==> config.mk <==
export PLATFORM = sky130hd
export DESIGN_NAME = neo_frame_sequencer
export DESIGN_NICKNAME = d
export VERILOG_FILES = /design/src/rtl/neo_frame_sequencer.sv
export SDC_FILE = /design/constraint.sdc
export NUM_CORES = 1
export LEC_CHECK = 0
export ABC_CLOCK_PERIOD_IN_PS = 2400
export CORE_UTILIZATION = 35
export DETAILED_ROUTE_END_ITERATION = 6
export PLACE_DENSITY = 0.56
export SYNTH_ARGS = -nofsm -noshare
export SYNTH_HDL_FRONTEND = slang
export SYNTH_SLANG_ARGS = --single-unit
export TNS_END_PERCENT = 1
==> constraint.sdc <==
create_clock -name clock -period 2.4 [get_ports clock]
set_input_delay 0.24 -clock clock [delete_from_list [all_inputs] [get_ports clock]]
set_output_delay 0.24 -clock clock [all_outputs]
set_load 0.005 [all_outputs]
==> src/rtl/neo_frame_sequencer.sv <==
// rtl/neo_frame_sequencer.sv - animated frame producer feeding the NeoPixel strand controller
module neo_frame_sequencer #(
    parameter int                 NUM_PIXELS   = 5,
    parameter int                 COLOR_W      = 8,
    parameter int                 FRAME_REPEAT = 4,
    parameter logic [COLOR_W-1:0] FADE_STEP    = COLOR_W'(8'h04),
    parameter int                 PIX_W        = $clog2(NUM_PIXELS)
) (
    input  logic                  clock,
    input  logic                  reset,
    input  logic                  enable,
    input  logic [1:0]            mode,
    input  logic [NUM_PIXELS-1:0] pixel_mask,
    input  logic [2:0]            chan_mask,
    input  logic [COLOR_W-1:0]    level,
    input  logic                  ready_to_load,
    input  logic                  ready_to_send,
    input  logic                  done_send,
    output logic                  load_color,
    output logic [PIX_W-1:0]      pixel_index,
    output logic [1:0]            color_index,
    output logic [COLOR_W-1:0]    color_level,
    output logic                  send_it,
    output logic                  busy,
    output logic [15:0]           frame_count
);

    localparam int RPT_W = (FRAME_REPEAT > 1) ? $clog2(FRAME_REPEAT) : 1;

    localparam logic [1:0] MODE_OFF    = 2'd0;
    localparam logic [1:0] MODE_STATIC = 2'd1;
    localparam logic [1:0] MODE_CHASE  = 2'd2;
    localparam logic [1:0] MODE_FADE   = 2'd3;

    typedef enum logic [1:0] {
        IDLE      = 2'd0,
        LOAD      = 2'd1,
        WAIT_SEND = 2'd2,
        SENDING   = 2'd3
    } state_t;

    state_t state, state_nxt;

    // Frame registers: snapshot of the inputs taken when a frame starts
    logic [1:0]            f_mode;
    logic [NUM_PIXELS-1:0] f_pmask;
    logic [2:0]            f_cmask;
    logic [COLOR_W-1:0]    f_level;

    logic [PIX_W-1:0]      pix_idx;
    logic [1:0]            chan_idx;
    logic [RPT_W-1:0]      rep_cnt;
    logic [PIX_W-1:0]      chase_pos;
    logic [COLOR_W-1:0]    fade_lvl;
    logic                  fade_down;
    logic [COLOR_W:0]      fade_sum;
    logic [COLOR_W-1:0]    cur_level;

    logic last_load;
    logic last_rep;

    assign last_load = (pix_idx == PIX_W'(NUM_PIXELS - 1)) && (chan_idx == 2'd2);
    assign last_rep  = (rep_cnt == RPT_W'(FRAME_REPEAT - 1));
    assign fade_sum  = {1'b0, fade_lvl} + {1'b0, FADE_STEP};
    assign busy      = (state != IDLE);

    // Level for the pixel/channel currently addressed by the load index
    always_comb begin
        cur_level = '0;
        case (f_mode)
            MODE_OFF:    cur_level = '0;
            MODE_STATIC: cur_level = f_pmask[pix_idx] ? f_level : '0;
            MODE_CHASE:  cur_level = (pix_idx == chase_pos) ? f_level : '0;
            MODE_FADE:   cur_level = f_pmask[pix_idx] ? fade_lvl : '0;
            default:     cur_level = '0;
        endcase
        if (!f_cmask[chan_idx]) begin
            cur_level = '0;
        end
    end

    // State register
    always_ff @(posedge clock) begin
        if (!reset) begin
            state <= IDLE;
        end else begin
            state <= state_nxt;
        end
    end

    // Next-state and handshake outputs; load fields read zero without a strobe
    always_comb begin
        state_nxt   = state;
        load_color  = 1'b0;
        pixel_index = '0;
        color_index = '0;
        color_level = '0;
        send_it     = 1'b0;
        case (state)
            IDLE: begin
                if (enable) begin
                    state_nxt = LOAD;
                end
            end
            LOAD: begin
                if (ready_to_load) begin
                    load_color  = 1'b1;
                    pixel_index = pix_idx;
                    color_index = chan_idx;
                    color_level = cur_level;
                    if (last_load) begin
                        state_nxt = WAIT_SEND;
                    end
                end
            end
            WAIT_SEND: begin
                if (ready_to_send) begin
                    send_it   = 1'b1;
                    state_nxt = SENDING;
                end
            end
            SENDING: begin
                if (done_send) begin
                    state_nxt = last_rep ? IDLE : LOAD;
                end
            end
            default: state_nxt = IDLE;
        endcase
    end

    // Load index, frame snapshot, repeat counter and animation state
    always_ff @(posedge clock) begin
        if (!reset) begin
            f_mode      <= MODE_OFF;
            f_pmask     <= '0;
            f_cmask     <= '0;
            f_level     <= '0;
            pix_idx     <= '0;
            chan_idx    <= '0;
            rep_cnt     <= '0;
            chase_pos   <= '0;
            fade_lvl    <= '0;
            fade_down   <= 1'b0;
            frame_count <= '0;
        end else begin
            case (state)
                IDLE: begin
                    if (enable) begin
                        f_mode   <= mode;
                        f_pmask  <= pixel_mask;
                        f_cmask  <= chan_mask;
                        f_level  <= level;
                        pix_idx  <= '0;
                        chan_idx <= '0;
                    end
                end
                LOAD: begin
                    if (ready_to_load) begin
                        if (chan_idx == 2'd2) begin
                            chan_idx <= '0;
                            pix_idx  <= pix_idx + PIX_W'(1);
                        end else begin
                            chan_idx <= chan_idx + 2'd1;
                        end
                    end
                end
                SENDING: begin
                    if (done_send) begin
                        pix_idx  <= '0;
                        chan_idx <= '0;
                        if (last_rep) begin
                            rep_cnt     <= '0;
                            frame_count <= frame_count + 16'd1;
                            chase_pos   <= (chase_pos == PIX_W'(NUM_PIXELS - 1)) ?
                                           '0 : chase_pos + PIX_W'(1);
                            // Triangle wave between 0 and the latched level
                            if (f_level == '0) begin
                                fade_lvl <= '0;
                            end else if (!fade_down) begin
                                if (fade_sum >= {1'b0, f_level}) begin
                                    fade_lvl  <= f_level;
                                    fade_down <= 1'b1;
                                end else begin
                                    fade_lvl <= fade_sum[COLOR_W-1:0];
                                end
                            end else begin
                                if (fade_lvl <= FADE_STEP) begin
                                    fade_lvl  <= '0;
                                    fade_down <= 1'b0;
                                end else begin
                                    fade_lvl <= fade_lvl - FADE_STEP;
                                end
                            end
                        end else begin
                            rep_cnt <= rep_cnt + RPT_W'(1);
                        end
                    end
                end
                default: begin
                end
            endcase
        end
    end

endmodule

* Yosys cells after proc, flatten, opt, wreduce, memory -nomap -nowiden
Index checks and enable logic that the tools add are counted.
** Cells by class
- Add/subtract/negate cells :: 7
- Magnitude comparators :: 4
- Equal/unequal tests :: 17
- Multiplexer cells :: 45
- Bitwise operators :: 1
- Reductions and logical operators :: 13
** Operators with widths (number)
- $mux W8 :: 10
- $pmux W8 S4 :: 1
- $mux W2 :: 12
- $mux W3 :: 7
- $add A16 B1 Y16 const B :: 1
- $eq A2 B2 Y1 const B :: 6
- $ne A2 B2 Y1 const B :: 6
- $mux W1 :: 10
- $reduce_and A5 Y1 :: 2
- $add A8 B3 Y9 const B :: 1
- $ge A9 B8 Y1 :: 1
- $pmux W3 S3 :: 1
- $le A8 B3 Y1 const B :: 1
- $logic_not A8 Y1 :: 1
- $pmux W2 S4 :: 1
- $reduce_and A4 Y1 :: 2
- $sub A8 B3 Y8 const B :: 1
- $add A3 B1 Y3 const B :: 2
- $eq A3 B3 Y1 const B :: 2
- $pmux W2 S3 :: 1
- $add A2 B1 Y2 const B :: 2
- $eq A2 B1 Y1 const B :: 2
- $logic_not A2 Y1 :: 2
- $lt A3 B4 Y1 const B :: 1
- 10 further kinds :: 11
** Word-level totals
- Bits in registers :: 55
- Input port bits :: 24
- Output and inout port bits :: 32
- Word-level logic and storage cells :: 99

* Logic depth before layout (Yosys ltp)
Gate-level depths: netlist of run 1.
- Depth after elaboration :: 7
- Depth in mapped cells :: 10
- Gate-level depth less buffers :: 9

* Worst setup path before layout of run 1
Ideal clock, no wire load.
- Kind :: reg2reg
- From :: reg fade_lvl[3]
- To :: reg fade_lvl[3]
- Library setup time :: 128 ps
- Arrival :: 2375 ps
- Required time :: 2272 ps
- Setup slack :: -102 ps
- Stages on the path, launching flop included :: 10
- Buffers on the path :: 0
- Period minus slack after synthesis :: 2502 ps
- Path through :: dfxtp_1 ha_1 nand3_1 xnor2_1 ha_1 a21oi_1 o22ai_1 a2111oi_4 mux2i_1 o221ai_2
** On the way
- Cells in the longest elaborated chain, start to end :: 5
- Elaborated cells between the ends (all ways) :: 8
- Classes of those cells :: add/sub (2); order compare (2); mux (4)
** RTL lines
- from (decl) :: RTL line 54 : logic [COLOR_W-1:0] fade_lvl;
- from (signal assigned) :: RTL line 181 : fade_lvl <= f_level;
- from (signal assigned) :: RTL line 184 : fade_lvl <= fade_sum[COLOR_W-1:0];
- from (signal assigned) :: RTL line 191 : fade_lvl <= fade_lvl - FADE_STEP;
- $add A8 B3 Y9 :: RTL line 64 : assign fade_sum = {1'b0, fade_lvl} + {1'b0, FADE_STEP};
- $ge A9 B8 Y1 :: RTL line 180 : if (fade_sum >= {1'b0, f_level}) begin
- $mux W8 :: RTL line 180
- $mux W8 (*) :: RTL line 179 : end else if (!fade_down) begin
- $mux W8 (*) :: RTL line 177 : if (f_level == '0) begin
Mark *: on every way between the ends. The rest lies on a longest branch, timed or not.
A chain may end at the register's enable or synchronous reset.

* Final worst setup path of run 1
- From :: reg pix_idx[0]
- To :: out color_level[6]
** On the way
- Cells in the longest elaborated chain, start to end :: 7
- Elaborated cells between the ends (all ways) :: 10
- Classes of those cells :: eq/ne (1); mux (9)
** RTL lines
- from (decl) :: RTL line 50 : logic [PIX_W-1:0] pix_idx;
- from (signal assigned) :: RTL line 161 : pix_idx <= pix_idx + PIX_W'(1);
- $bmux W1 S3 :: RTL line 72, 74
- $mux W1 (implied by the code) :: RTL line 72, 74
- $mux W8, on equally long branches :: RTL line 74, 72
- $pmux W8 S4 (*) :: RTL line 70 : case (f_mode)
- $mux W8 (*) :: RTL line 77 : if (!f_cmask[chan_idx]) begin
- $mux W8 (*) :: RTL line 106 : if (ready_to_load) begin
- $mux W8 (*) :: RTL line 99 : case (state)
- to (decl) :: RTL line 22 : output logic [COLOR_W-1:0] color_level,
Mark *: on every way between the ends. The rest lies on a longest branch, timed or not. The select of a mux whose other input is x is not followed.

==> results of run 1 <==
## routing by layer
metal  global-route usage (%)  up-vias  part of all wire [%]
met5                        0        -                     0
met4                     3.05        0                  0.54
met3                     2.46        4                   3.0
met2                     25.4       43                    46
met1                     21.3     1324                    51
li1                         -     1483                     -
## state kept, by name (all words and copies together), names as in the netlist
name / flops
chase_pos: 3
frame_count: 16
f_cmask: 3
f_pmask: 5
fade_down: 1
state: 2
chan_idx: 2
pix_idx: 3
f_mode: 2
fade_lvl: 8
f_level: 8
rep_cnt: 2
## critical path, stage by stage, from the launching register on
cell and delay [ns]:
dfxtp_4 0.39, mux4_2 0.50, a22oi_2 0.17, buf_4 0.13, nor3b_2 0.03, buf_4 0.17, a22o_2 0.20, clkdlybuf4s15_1 0.19
## placed cells by master (no fill, tap or decap), types with 3 or more instances in the layout
| cell type | Yosys | routed |
|---|---|---|
| nand2_1 | 68 | 68 |
| dfxtp_1 | 55 | 48 |
| clkdlybuf4s50_1 | 0 | 47 |
| a21boi_0 | 26 | 26 |
| buf_4 | 0 | 23 |
| inv_1 | 22 | 22 |
| ha_1 | 23 | 21 |
| and2_1 | 18 | 18 |
| xnor2_1 | 14 | 12 |
| nor2b_1 | 11 | 11 |
| nand3_1 | 11 | 9 |
| xor2_1 | 9 | 9 |
| and3_1 | 8 | 8 |
| a22o_1 | 7 | 7 |
| nand4_1 | 7 | 7 |
| nor2_1 | 8 | 7 |
| mux2i_1 | 8 | 7 |
| nor3_1 | 8 | 7 |
| o21ai_0 | 6 | 6 |
| a21oi_1 | 6 | 6 |
| nor4_1 | 5 | 5 |
| o21a_1 | 5 | 5 |
| clkbuf_8 | 0 | 5 |
| dfxtp_4 | 0 | 4 |
| clkbuf_2 | 0 | 4 |
| clkdlybuf4s15_1 | 0 | 4 |
| nand3_2 | 1 | 3 |
| o211ai_1 | 3 | 3 |
| o21ai_1 | 3 | 3 |
| or3_1 | 3 | 3 |
| dfxtp_2 | 0 | 3 |
## synth_stat cells, types with 9 or more instances
| library cell | instances | area (sq um) |
|---|---|---|
| nor2b_1 | 11 | 68.8 |
| inv_1 | 22 | 82.6 |
| clkbuf_1 | 15 | 56.3 |
| nand2_1 | 68 | 255 |
| nand3_1 | 11 | 55.1 |
| and2_1 | 18 | 113 |
| xnor2_1 | 14 | 123 |
| dfxtp_1 | 55 | 1100 |
| a21boi_0 | 26 | 195 |
| ha_1 | 23 | 288 |
| xor2_1 | 9 | 78.8 |
## kinds of logic (layout without fill, tap and decap cells)
logic type / Yosys count / after routing / synth area share (%)
DFF: 55 / 55 / 33.3
and+or+nand+nor: 164 / 164 / 25.9
AOI/OAI and AO/OA: 76 / 76 / 17.8
adders and majority gates: 23 / 23 / 8.71
muxes: 9 / 9 / 3.11
xor gates and xnor gates: 23 / 23 / 6.10
buffers and inverters: 40 / 109 / 5.00
## timing repair
item	CTS	global route
setup endpoints to repair	10	16
setup buffers	1	1
gates resized for setup	18	24
pin swaps	4	14
endpoints found under the hold margin	0	0
## layout make-up
class	instances	area share [%]
Clock buffer	6	1.69
Clock inverter	2	0.292
Inverter	22	1.93
Multi-Input combinational cell	295	49.8
Sequential cell	55	26.2
Tap cell	111	3.24
Timing Repair Buffer	79	16.9
## power groups by stage
| stage | registers (W) | clock network, W | logic (W) |
|---|---|---|---|
| after CTS | 0.00107 | 0.000540 | 0.000856 |
| final | 0.00107 | 0.000516 | 0.000855 |
| after global placement | 0.00109 | 0 | 0.000831 |
| after global routing | 0.00108 | 0.000565 | 0.000963 |
| after floorplan | 0.00108 | 0 | 0.000553 |
| after detailed placement | 0.00109 | 0 | 0.000840 |
## per-stage QoR
stage	TNS [ns]	power [W]	instance area, sq um	std cells	hold slack (ns)
after global routing	-0.0289	0.00261	4280	570	0.490
after global placement	-0.0209	0.00192	4100	560	0.454
after CTS	-0.0183	0.00247	4230	569	0.471
after detailed placement	-0.123	0.00193	4100	560	0.456
after floorplan	0	0.00163	3330	390	0.385
final	0	0.00244	4280	570	0.465
## path summary, 6_finish.rpt
kind               start              to  slack [ns]  cells past startpoint
max           pix_idx[0]  color_level[6]        0.07                      7
min           f_cmask[0]      f_cmask[0]        0.47                      2
max reg2reg  fade_lvl[3]     fade_lvl[3]        0.08                     10
min reg2reg   f_cmask[0]      f_cmask[0]        0.47                      2
==> results_dict.tcl, run 1 <==
set metrics [dict create \
    outcome "finished, final reports clean" \
    p_leak_nw 1.68 \
    cts_max_level 2 \
    multi_input_area_sq_um 2130 \
    area_delta_synth_final_pct 29.6 \
    setup_viol 0 \
    place_ws_ns -0.0344 \
    end_kind "primary output" \
    die-area_sq_um 9830 \
    p_sw_w 0.000838 \
    async_flop_share_pct 0 \
    slew_violations 0 \
    synth_cells 390 \
    firstDrtPassIters 4 \
    die_w_microns 99.1 \
    drc 0 \
    cp-start-kind "flop" \
    fin_crit_sh_pct 97.2 \
    cts_root_buf "clkbuf_8" \
    power_density_nw_per_um2 570 \
    cts_num_sinks 55 \
    vias_per_cell 5.01 \
    io_buffers 55 \
    slew_headroom_pct 58.0 \
    arrival_ns 2.09 \
    required_ns 2.16 \
    synth-edff-count 0 \
    initialDrtViolationCount 122 \
    wl_per_cell_microns 13.2 \
    worstSetupPathType "reg -> out" \
    cap_violations 0 \
    die_y_microns 99.1 \
    crit_fanout 8 \
    antenna_found_initial 0 \
    hpwl_microns 5500 \
    clk_path_buf_depth 2 \
    drive_above_1_share_pct 14.6 \
    regArea_sq_um 1120 \
    avgSynthCellArea_sq_um 8.47 \
    routed_wl_microns 7530 \
    start_util_pct 35.9 \
    path_clk_slew_ns 0.10 \
    track_usage_pct 15.4 \
    cts_hold_buf 0 \
    sw_frac_of_total_pct 34.3 \
    clock_latency_ns 0.30 \
    fillers 931 \
    ys_seq_area_share_pct 33.3 \
    hold_viol 0 \
    worst_pin_slew_ns 0.629 \
    seq_power_share_pct 43.8 \
    min_period_ns 2.33 \
    pin_count 56 \
    synth_warnings 0 \
    power.internal_w 0.00160 \
    setup_slack_ns 0.0671 \
    power_frac_comb_pct 35.0 \
    core_area_sq_um 9200 \
    synth-seq-cells 55 \
    ys.flop_type "dfxtp_1" \
    num_vias 2854 \
    netlist_area_sq_um 3300 \
    nets 505 \
    antenna_left 0 \
    synth_nets 437 \
    rows 35 \
    skew_ns 0.00476 \
    grt_pass1_wl_microns 12500 \
    min_path_type "reg -> reg" \
    clockPowerShare_pct 21.2 \
    tritoncts "done" \
    gp_congestion 0.806 \
    cts_buffers 5 \
    diodes 0 \
    synth_cell_types 55 \
    fin_util_pct 46.6 \
    overflow 0 \
    fmax_mhz 429 \
    ir_worst_vdd_mv 0.449 \
    grt_max_degree 55 \
    grt_pass1_vias 2696 \
    grt_setup_unrepaired "yes" \
]
Note: power is estimated with default switching activity, not from simulation.
==> run 2: changes to the inputs <==
--- a/config.mk
+++ b/config.mk
@@ -9,6 +9,7 @@
 export CORE_UTILIZATION = 35
 export DETAILED_ROUTE_END_ITERATION = 6
 export PLACE_DENSITY = 0.56
+export SKIP_CTS_REPAIR_TIMING = 1
 export SYNTH_ARGS = -nofsm -noshare
 export SYNTH_HDL_FRONTEND = slang
 export SYNTH_SLANG_ARGS = --single-unit
==> results_dict.tcl, run 2 (same netlist as run 1, synthesis figures left out) <==
set metrics [dict create \
    cap_violations 0 \
    placed_cells 560 \
    slowest_stage "mux4_2" \
    tritoncts "done" \
    wl_per_cell_microns 13.2 \
    drive_above_1_share_pct 12.5 \
    die_y_microns 99.1 \
    hpwl_microns 5500 \
    grt_max_degree 55 \
    ir_worst_vdd_mv 0.478 \
    fillers 934 \
    critPathTopFamily "compound AO/OA/AOI/OAI gates" \
    crit_fanout 8 \
    grt_setup_unrepaired "yes" \
    area_delta_synth_final_pct 28.7 \
    clockPowerShare_pct 21.1 \
    routed_wl_microns 7480 \
    cp-start-kind "flop" \
    gp_congestion 0.806 \
    die_w_microns 99.1 \
    rows 35 \
    worst_pin_slew_ns 0.622 \
    p_sw_w 0.000842 \
    min_path_type "reg -> reg" \
    power.internal_w 0.00161 \
    end_kind "primary output" \
    critPathBufInv 1 \
    p_leak_nw 1.65 \
    num_vias 2852 \
    grt_pass1_vias 2687 \
    worstSetupPathType "reg -> out" \
    diodes 0 \
    slew_violations 0 \
    io_buffers 55 \
    grt_pass1_wl_microns 12500 \
    setup_tns_ns -1.31 \
    cp_cell_sequence "mux4_2, a22oi_2, or2_1, a21oi_4, a22o_2, clkdlybuf4s50_1" \
    layout_commonest_cell "nand2_1" \
    initialDrtViolationCount 134 \
    track_usage_pct 15.4 \
    core_area_sq_um 9200 \
    violations "setup timing" \
    slew_headroom_pct 58.4 \
    pin_count 56 \
    firstDrtPassIters 4 \
    nets 503 \
    cts_buffers 5 \
    die-area_sq_um 9830 \
    fmax_mhz 388 \
    cts_num_sinks 55 \
    path_clk_slew_ns 0.10 \
    hold_viol 0 \
    power_frac_comb_pct 35.1 \
    outcome "finished, violations left" \
    max_stage_delay_ns 0.51 \
    vias_per_cell 5.02 \
    whs_ns 0.466 \
    antenna_left 0 \
    cts_root_buf "clkbuf_8" \
    overflow 0 \
    largest_register_ffs 16 \
    min_period_ns 2.58 \
    required_ns 2.16 \
    fin_crit_sh_pct 108 \
    clock_latency_ns 0.30 \
    cts_max_level 2 \
    stdcell_count 568 \
    clk_path_buf_depth 2 \
    sw_frac_of_total_pct 34.4 \
    drc 0 \
    start_util_pct 35.9 \
    seq_power_share_pct 43.8 \
    arrival_ns 2.34 \
    setup_slack_ns -0.180 \
    largest-register "frame_count" \
    setup_viol 8 \
    antenna_found_initial 0 \
    skew_ns 0.00657 \
    mostFrequentLayoutCells "nand2_1 (68), clkdlybuf4s50_1 (55), dfxtp_1 (51)" \
    power_density_nw_per_um2 576 \
    top_regs "frame_count x16, f_level x8, fade_lvl x8" \
]
[run 2: cell count changes in the layout (fill, tap and decap cells not counted), moves of 2 or more]
cell / delta
buf_4: -2
clkbuf_2: -4
clkdlybuf4s15_1: -4
clkdlybuf4s50_1: +8
dfxtp_1: +3
dfxtp_4: -4
ha_4: -2
[run 2: final cells by class]
class                   instances  area, sq um  share of cell area, %
clock inverters                 2         12.5                  0.294
multi-input cells             295         2110                   49.6
inverters                      22         82.6                   1.94
flip-flops and latches         55         1110                   26.0
clock buffers                   6         72.6                   1.71
well taps                     111          139                   3.27
repair buffers                 77          728                   17.1
[run 2: worst reg2reg max path: stages, from the launching register on]
cell	delay, ns
dfxtp_2	0.37
ha_2	0.21
nand3_1	0.12
xnor2_2	0.17
ha_1	0.31
nand3_2	0.11
nor2_2	0.06
a2111oi_4	0.36
buf_4	0.21
mux2i_2	0.24
o221ai_2	0.11
[run 2: metrics by stage]
| stage | setup slack (ns) | instance area [sq um] | utilization, % | total power, W |
|---|---|---|---|---|
| after global routing | -0.328 | 4250 | 46.2 | 0.00263 |
| after global placement | -0.0105 | 4100 | 44.6 | 0.00192 |
| after detailed placement | -0.0344 | 4100 | 44.6 | 0.00193 |
| final | -0.180 | 4250 | 46.2 | 0.00245 |
| after CTS | -0.354 | 4180 | 45.5 | 0.00246 |
| after floorplan | 0.00543 | 3330 | - | 0.00163 |
[run 2: final timing paths]
| kind | endpoint | slack [ns] | depth (start not counted) | start |
|---|---|---|---|---|
| worst min-delay path | f_cmask[0] | 0.47 | 2 | f_cmask[0] |
| worst max register to register | fade_lvl[3] | 0.03 | 10 | fade_lvl[3] |
| worst max-delay path | color_level[6] | -0.18 | 6 | pix_idx[0] |
| worst min register to register | f_cmask[0] | 0.47 | 2 | f_cmask[0] |
[run 2: power by group through the flow]
stage,Clock (W),Combinational [W],Sequential [W]
floorplan,0,0.000553,0.00108
global placement,0,0.000831,0.00109
detailed placement,0,0.000840,0.00109
CTS,0.000540,0.000845,0.00107
global route,0.000572,0.000968,0.00109
finish,0.000517,0.000859,0.00107
[run 2: layer usage]
layer / vias up / GRT usage, % / part of all wire [%]
met5: - / 0 / 0
met4: 0 / 3.05 / 0.67
met3: 4 / 2.46 / 2.9
met2: 43 / 25.2 / 46
met1: 1326 / 21.5 / 50
li1: 1479 / - / -
